`config.mk`:
```
export PLATFORM = sky130hd
export DESIGN_NAME = cache_refill_ctrl_flat
export DESIGN_NICKNAME = d
export VERILOG_FILES = /design/src/rtl/cache_refill_ctrl_if.sv /design/src/rtl/cache_refill_ctrl.sv /design/src/flat_wrapper.sv
export SDC_FILE = /design/constraint.sdc
export NUM_CORES = 1
export LEC_CHECK = 0
export CAP_MARGIN = 30
export CORE_MARGIN = 5
export CORE_UTILIZATION = 43
export CTS_CLUSTER_DIAMETER = 30
export DETAILED_ROUTE_END_ITERATION = 16
export PLACE_DENSITY = 0.79
export SLEW_MARGIN = 10
export SYNTH_ARGS = -nofsm -noshare
export SYNTH_HDL_FRONTEND = slang
export SYNTH_SLANG_ARGS = --single-unit
export TNS_END_PERCENT = 100
```
`constraint.sdc`:
```
create_clock -name clk -period 1.9 [get_ports clk]
set_clock_uncertainty 0.05 [all_clocks]
set_input_delay 0.38 -clock clk [delete_from_list [all_inputs] [get_ports clk]]
set_output_delay 0.38 -clock clk [all_outputs]
set_load 0.02 [all_outputs]
```
`src/rtl/cache_refill_ctrl_if.sv`:
```
// Bundle between the data cache, the refill controller and main memory.
// The master modport is the refill controller's view; the slave modport is the cache/memory side.
interface cache_refill_ctrl_if #(
    parameter int ADDR_W         = 32,
    parameter int WORD_W         = 32,
    parameter int WORDS_PER_LINE = 4
);
    logic                             miss_req;
    logic [ADDR_W-1:0]                miss_addr;
    logic                             stall;
    logic                             busy;
    logic                             mem_req;
    logic [ADDR_W-1:0]                mem_addr;
    logic                             mem_ack;
    logic [WORD_W-1:0]                mem_rdata;
    logic [ADDR_W-1:0]                line_addr;
    logic [WORD_W*WORDS_PER_LINE-1:0] line_data;
    logic                             line_we;

    modport master (
        input  miss_req, miss_addr, mem_ack, mem_rdata,
        output stall, busy, mem_req, mem_addr, line_addr, line_data, line_we
    );

    modport slave (
        output miss_req, miss_addr, mem_ack, mem_rdata,
        input  stall, busy, mem_req, mem_addr, line_addr, line_data, line_we
    );
endinterface

```
`src/rtl/cache_refill_ctrl.sv`:
```
// Data-cache miss handler: fetches one line over a req/ack word port, then writes it into the cache.
// Optional macro CRITICAL_WORD_FIRST_EN starts the fetch at the faulting word and wraps around the line.
module cache_refill_ctrl #(
    parameter int ADDR_W         = 32,
    parameter int WORD_W         = 32,
    parameter int WORDS_PER_LINE = 4
) (
    input logic                 clk,
    input logic                 rst_n,
    cache_refill_ctrl_if.master bus
);
    localparam int CNT_W   = $clog2(WORDS_PER_LINE);
    localparam int BYTE_SH = $clog2(WORD_W / 8);
    localparam int LINE_SH = CNT_W + BYTE_SH;
    localparam int LINE_W  = WORD_W * WORDS_PER_LINE;

    typedef enum logic [1:0] {
        IDLE,
        FETCH,
        FILL,
        DONE
    } state_t;

    state_t            state;
    state_t            state_nxt;
    logic [CNT_W-1:0]  cnt;
    logic [CNT_W-1:0]  first_word;
    logic [CNT_W-1:0]  slot;
    logic [ADDR_W-1:0] line_addr_q;
    logic [LINE_W-1:0] line_data_q;
    logic              last_ack;

    // Word offset currently being fetched; the narrow add wraps around the line.
    assign slot     = first_word + cnt;
    assign last_ack = bus.mem_ack && (cnt == CNT_W'(WORDS_PER_LINE - 1));

    // NOTE: sequential state uses non-blocking assignments so every register samples pre-edge values.
    always_ff @(posedge clk or negedge rst_n) begin
        if (!rst_n) begin
            state <= IDLE;
        end else begin
            state <= state_nxt;
        end
    end

    // mem_req and line_we decode the state directly, so an asynchronous reset drops them at once.
    always_comb begin
        // NOTE: every output gets a default first so no path through the case leaves a latch behind.
        state_nxt    = state;
        bus.stall    = 1'b0;
        bus.busy     = (state != IDLE);
        bus.mem_req  = 1'b0;
        bus.mem_addr = '0;
        bus.line_we  = 1'b0;
        case (state)
            IDLE: begin
                bus.stall = bus.miss_req;
                if (bus.miss_req) begin
                    state_nxt = FETCH;
                end
            end
            FETCH: begin
                bus.stall    = 1'b1;
                bus.mem_req  = 1'b1;
                bus.mem_addr = line_addr_q + (ADDR_W'(slot) << BYTE_SH);
                if (last_ack) begin
                    state_nxt = FILL;
                end
            end
            FILL: begin
                bus.stall   = 1'b1;
                bus.line_we = 1'b1;
                state_nxt   = DONE;
            end
            DONE: begin
                state_nxt = IDLE;
            end
            default: begin
                state_nxt = IDLE;
            end
        endcase
    end

    // NOTE: the line buffer is reset too, because line_data is a visible output with a defined reset value.
    always_ff @(posedge clk or negedge rst_n) begin
        if (!rst_n) begin
            cnt         <= '0;
            first_word  <= '0;
            line_addr_q <= '0;
            line_data_q <= '0;
        end else begin
            case (state)
                IDLE: begin
                    if (bus.miss_req) begin
                        line_addr_q <= {bus.miss_addr[ADDR_W-1:LINE_SH], LINE_SH'(0)};
                        cnt         <= '0;
`ifdef CRITICAL_WORD_FIRST_EN
                        first_word  <= bus.miss_addr[LINE_SH-1:BYTE_SH];
`else
                        first_word  <= '0;
`endif
                    end
                end
                FETCH: begin
                    if (bus.mem_ack) begin
                        cnt <= cnt + CNT_W'(1);
                        // Word offset 0 lives in the most significant slot of the line.
                        for (int i = 0; i < WORDS_PER_LINE; i++) begin
                            if (slot == CNT_W'(i)) begin
                                line_data_q[(WORDS_PER_LINE-1-i)*WORD_W +: WORD_W] <= bus.mem_rdata;
                            end
                        end
                    end
                end
                default: begin
                end
            endcase
        end
    end

    assign bus.line_addr = line_addr_q;
    assign bus.line_data = line_data_q;
endmodule

```
`src/flat_wrapper.sv`:
```
// flat-port wrapper written by rule: the top's interface ports become plain ports
module cache_refill_ctrl_flat 
#(
    parameter int ADDR_W         = 32,
    parameter int WORD_W         = 32,
    parameter int WORDS_PER_LINE = 4
)
  (clk, rst_n, bus_miss_req, bus_miss_addr, bus_mem_ack, bus_mem_rdata, bus_stall, bus_busy, bus_mem_req, bus_mem_addr, bus_line_addr, bus_line_data, bus_line_we);
  cache_refill_ctrl_if #(.ADDR_W(ADDR_W), .WORD_W(WORD_W), .WORDS_PER_LINE(WORDS_PER_LINE)) bus_i ();
  input logic clk;
  input logic rst_n;
  input wire logic [$bits(bus_i.miss_req)-1:0] bus_miss_req;
  input wire logic [$bits(bus_i.miss_addr)-1:0] bus_miss_addr;
  input wire logic [$bits(bus_i.mem_ack)-1:0] bus_mem_ack;
  input wire logic [$bits(bus_i.mem_rdata)-1:0] bus_mem_rdata;
  output wire logic [$bits(bus_i.stall)-1:0] bus_stall;
  output wire logic [$bits(bus_i.busy)-1:0] bus_busy;
  output wire logic [$bits(bus_i.mem_req)-1:0] bus_mem_req;
  output wire logic [$bits(bus_i.mem_addr)-1:0] bus_mem_addr;
  output wire logic [$bits(bus_i.line_addr)-1:0] bus_line_addr;
  output wire logic [$bits(bus_i.line_data)-1:0] bus_line_data;
  output wire logic [$bits(bus_i.line_we)-1:0] bus_line_we;
  assign bus_i.miss_req = bus_miss_req;
  assign bus_i.miss_addr = bus_miss_addr;
  assign bus_i.mem_ack = bus_mem_ack;
  assign bus_i.mem_rdata = bus_mem_rdata;
  assign bus_stall = bus_i.stall;
  assign bus_busy = bus_i.busy;
  assign bus_mem_req = bus_i.mem_req;
  assign bus_mem_addr = bus_i.mem_addr;
  assign bus_line_addr = bus_i.line_addr;
  assign bus_line_data = bus_i.line_data;
  assign bus_line_we = bus_i.line_we;
  cache_refill_ctrl #(.ADDR_W(ADDR_W), .WORD_W(WORD_W), .WORDS_PER_LINE(WORDS_PER_LINE)) u_core (.clk(clk), .rst_n(rst_n), .bus(bus_i));
endmodule
```
==> results of run 1 <==
==> flip-flops by register name (all words and copies together), names as in the netlist <==
register / flops
u_core.bus.line_data: 128
u_core.state: 2
u_core.bus.line_addr: 28
u_core.cnt: 2
==> power groups by stage <==
stage / clock network [W] / registers [W] / logic (W)
finish: 0.00335 / 0.00608 / 0.00993
detailed placement: 0 / 0.00612 / 0.00979
global route: 0.00360 / 0.00631 / 0.0105
CTS: 0.00343 / 0.00610 / 0.00994
floorplan: 0 / 0.00797 / 0.00270
global placement: 0 / 0.00602 / 0.00961
==> per-layer routing <==
| layer | up-vias | track usage [%] | share of wire (%) |
|---|---|---|---|
| met5 | - | 0 | 0 |
| met4 | 0 | 5.89 | 1.6 |
| met3 | 18 | 7.76 | 7.9 |
| met2 | 174 | 34.0 | 52 |
| met1 | 2182 | 21.9 | 39 |
| li1 | 1977 | - | - |
==> final timing paths <==
check	startpoint	endpoint	slack, ns	cells after the start
min	rst_n	u_core.bus.line_data[45]	0.31	2
max in group asynchronous	rst_n	u_core.state[0]	0.88	3
max	u_core.state[1]	bus_mem_addr[6]	-0.05	5
min in group clk	u_core.bus.line_data[115]	u_core.bus.line_data[115]	0.45	1
max reg2reg	u_core.state[0]	u_core.bus.line_data[40]	0.08	6
min reg2reg	u_core.bus.line_data[115]	u_core.bus.line_data[115]	0.45	1
==> synthesized netlist by cell type, drive strengths merged <==
master   count
nand2b       1
nor2         2
and2        31
dfrtp      160
mux2i        1
buf         21
and3         1
ha          10
a21oi        2
clkbuf       3
nand3b       1
o22ai        1
o21ai        1
conb         1
inv          6
nand3        5
a221o        2
a2bb2oi      1
mux2       157
nand2        2
==> critical path: stages, from the launching register on <==
cell                      delay (ns)
sky130_fd_sc_hd__dfrtp_1        0.38
sky130_fd_sc_hd__inv_2          0.12
sky130_fd_sc_hd__ha_4           0.17
sky130_fd_sc_hd__buf_12         0.13
sky130_fd_sc_hd__and2_1         0.13
sky130_fd_sc_hd__buf_2          0.16
==> kinds of logic after synthesis <==
logic type                 count (synthesis)  share of synthesized area [%]
DFF                                      160                           62.8
muxes                                    158                           27.9
and+or+nand+nor                           43                           4.03
buffers and inverters                     30                           2.42
adders and majority gates                 10                           1.96
AOI/OAI and AO/OA                          7                          0.786
other                                      1                         0.0589
==> per-stage QoR <==
stage	power, W	util, %	cells	worst slack [ns]
finish	0.0194	69.6	887	-0.0502
global route	0.0204	69.6	887	-0.118
CTS	0.0195	69.1	887	-0.0454
detailed placement	0.0159	64.7	854	-0.181
global placement	0.0156	64.7	854	-0.165
floorplan	0.0107	-	414	0.206
==> cell type report <==
cell class                      count  area (sq um)  share of cell area (%)
Clock inverter                     11           133                    1.31
Timing Repair Buffer              281          2950                    29.2
Clock buffer                       21           460                    4.55
Tap cell                          184           230                    2.28
Inverter                            6          22.5                   0.223
Multi-Input combinational cell    224          2320                    22.9
Sequential cell                   160          4010                    39.6
==> repair_timing <==
action | 4_1_cts | 5_1_grt
resized for setup | 201 | 27
hold endpoints to repair | 55 | 0
hold buffers | 1 | 0
pin swaps | 1 | 8
setup endpoints to repair | 50 | 55
==> impl_metrics.sql, run 1 <==
INSERT INTO impl_metrics (metric_group, metric, value, unit) VALUES
('outcome', 'run_status', 'finished with violations', ''),
('outcome', 'failed_checks', 'negative setup slack', ''),
('power_and_ir_drop', 'combinational_power_share', '51.3', '%'),
('routing', 'wirelength', '16800', 'microns'),
('logic_synthesis', 'seq_area_frac_synth', '62.8', '%'),
('sta', 'finalWorstPathRequiredPeriod', '1.95', 'ns'),
('sta', 'report.final.setup_viol', '30', ''),
('power_and_ir_drop', 'power.clock.fraction', '17.3', '%'),
('final_layout', 'antenna_cells_inserted', '0', ''),
('sta', 'fin_worst_hold_slack', '0.307', 'ns'),
('final_layout', 'mostFrequentLayoutCell', 'sky130_fd_sc_hd__clkdlybuf4s50_1', ''),
('clocking', 'clkSinkCount', '160', ''),
('job', 'maxCapViolations', '0', ''),
('clocking', 'cts_tree', 'built', ''),
('clocking', 'clockBufferDepth', '2', ''),
('die', 'placementRows', '44', ''),
('setup_path', 'crit_type', 'register to output pin', ''),
('final_layout', 'drive_gt1_share', '39.1', '%'),
('global_route', 'via_count_of_the_first_global_routing_pass', '4934', ''),
('die', 'dieHeight', '132', 'microns'),
('global_route', 'number_of_antenna_violations_at_the_first_check_in_global_routing', '0', ''),
('clocking', 'clk_transition_reported_paths', '0.06', 'ns'),
('clocking', 'clk-insertion-delay-late', '0.41', 'ns'),
('power_and_ir_drop', 'power.density', '1910', 'nW/um^2'),
('sta', 'finalMaxSlewViolations', '0', ''),
('logic_synthesis', 'synth.area.top_cells', 'sky130_fd_sc_hd__dfrtp_1 (63%), sky130_fd_sc_hd__mux2_2 (28%), sky130_fd_sc_hd__and2_1 (3.0%)', ''),
('final_layout', 'final_cell_mix', 'sky130_fd_sc_hd__clkdlybuf4s50_1 (210), sky130_fd_sc_hd__dfrtp_1 (159), sky130_fd_sc_hd__mux2_2 (157)', ''),
('final_layout', 'flow.area_growth_from_synthesis', '58.8', '%'),
('die', 'fp.dieArea', '17400', 'sq um'),
('sta', 'grt_setup_unrepaired', 'true', ''),
('routing', 'dr.first_iter.drc_count', '155', ''),
('power_and_ir_drop', 'max-vdd-ir-drop', '1140', 'uV'),
('power_and_ir_drop', 'p_int', '0.0124', 'W'),
('sta', 'layout_setup_ws', '-0.0502', 'ns'),
('power_and_ir_drop', 'share_seq_of_total_power', '31.4', '%'),
('sta', 'finalHoldViolCount', '0', ''),
('logic_synthesis', 'synth_largest_type_area_fraction', '62.8', '%'),
('global_route', 'grt_remaining_overflow', '0', ''),
('die', 'top_level_ports', '264', ''),
('logic_synthesis', 'syn_inst', '409', ''),
('routing', 'detail_routed_net_length_per_standard_cell', '18.9', 'microns'),
('sta', 'achievable-frequency', '0.513', 'GHz'),
('placement', 'placed_cell_area', '9410', 'sq um'),
('min_path', 'worst_hold_path_type', 'input port to async pin', ''),
('clocking', 'cts_root_buf', 'sky130_fd_sc_hd__clkbuf_16', ''),
('logic_synthesis', 'synthesis.yosys.warnings', '0', ''),
('setup_path', 'worstPathRequired', '1.47', 'ns'),
('final_layout', 'final_cell_area', '10100', 'sq um'),
('die', 'start_util', '43.8', '%'),
('final_layout', 'num-nets-final', '768', ''),
('routing', 'first_pass_iters', '4', ''),
('logic_synthesis', 'synth-seq-cells', '160', ''),
('placement', 'gp_congestion', '0.777', ''),
('die', 'die_width', '132', 'microns'),
('die', 'floorplan.core_area', '14500', 'sq um'),
('placement', 'io_buffer_count', '253', ''),
('setup_path', 'endpoint_kind', 'output pin', ''),
('clocking', 'cts-htree-levels', '4', ''),
('global_route', 'grt_usage', '19.5', '%'),
('power_and_ir_drop', 'total_switching_power', '0.00696', 'W'),
('sta', 'setup-tns-final', '-0.661', 'ns'),
('logic_synthesis', 'syn_avg_cell_area', '15.6', 'sq um'),
('placement', 'post-dp-hpwl', '12200', 'microns'),
('power_and_ir_drop', 'swShare', '35.9', '%'),
('global_route', 'wire_length_of_the_first_global_routing_pass', '27000', 'microns'),
('global_route', 'grt_start_max_net_pins', '69', ''),
('routing', 'route.vias.total', '4351', ''),
('logic_synthesis', 'synth_top_area_cell', 'sky130_fd_sc_hd__dfrtp_1', ''),
('clocking', 'post_cts_buffers', '0', ''),
('setup_path', 'critical_path_start_type', 'register', ''),
('routing', 'detail_route.drc_violations', '0', ''),
('routing', 'postRouteAntennaNets', '0', ''),
('setup_path', 'critPathArrivalTime', '1.52', 'ns'),
('setup_path', 'path_max_fanout', '16', ''),
('logic_synthesis', 'syn-cell-area', '6370', 'sq um'),
('sta', 'period_utilisation_layout', '103', '%'),
('final_layout', 'filler_cell_count', '1008', ''),
('clocking', 'numCtsBuffers', '17', ''),
('power_and_ir_drop', 'power.static_leakage', '4.56', 'nW'),
('routing', 'detail_route.vias_per_cell', '4.91', ''),
('logic_synthesis', 'synth.distinct_cells', '22', '');
Note: power is estimated with default switching activity, not from simulation.
==> inputs of run 2 (changes only) <==
Settings changed: CAP_MARGIN 30 to 10.
==> results of run 2 <==
No change in the layout: final DEF, timing and power equal those of run 1.
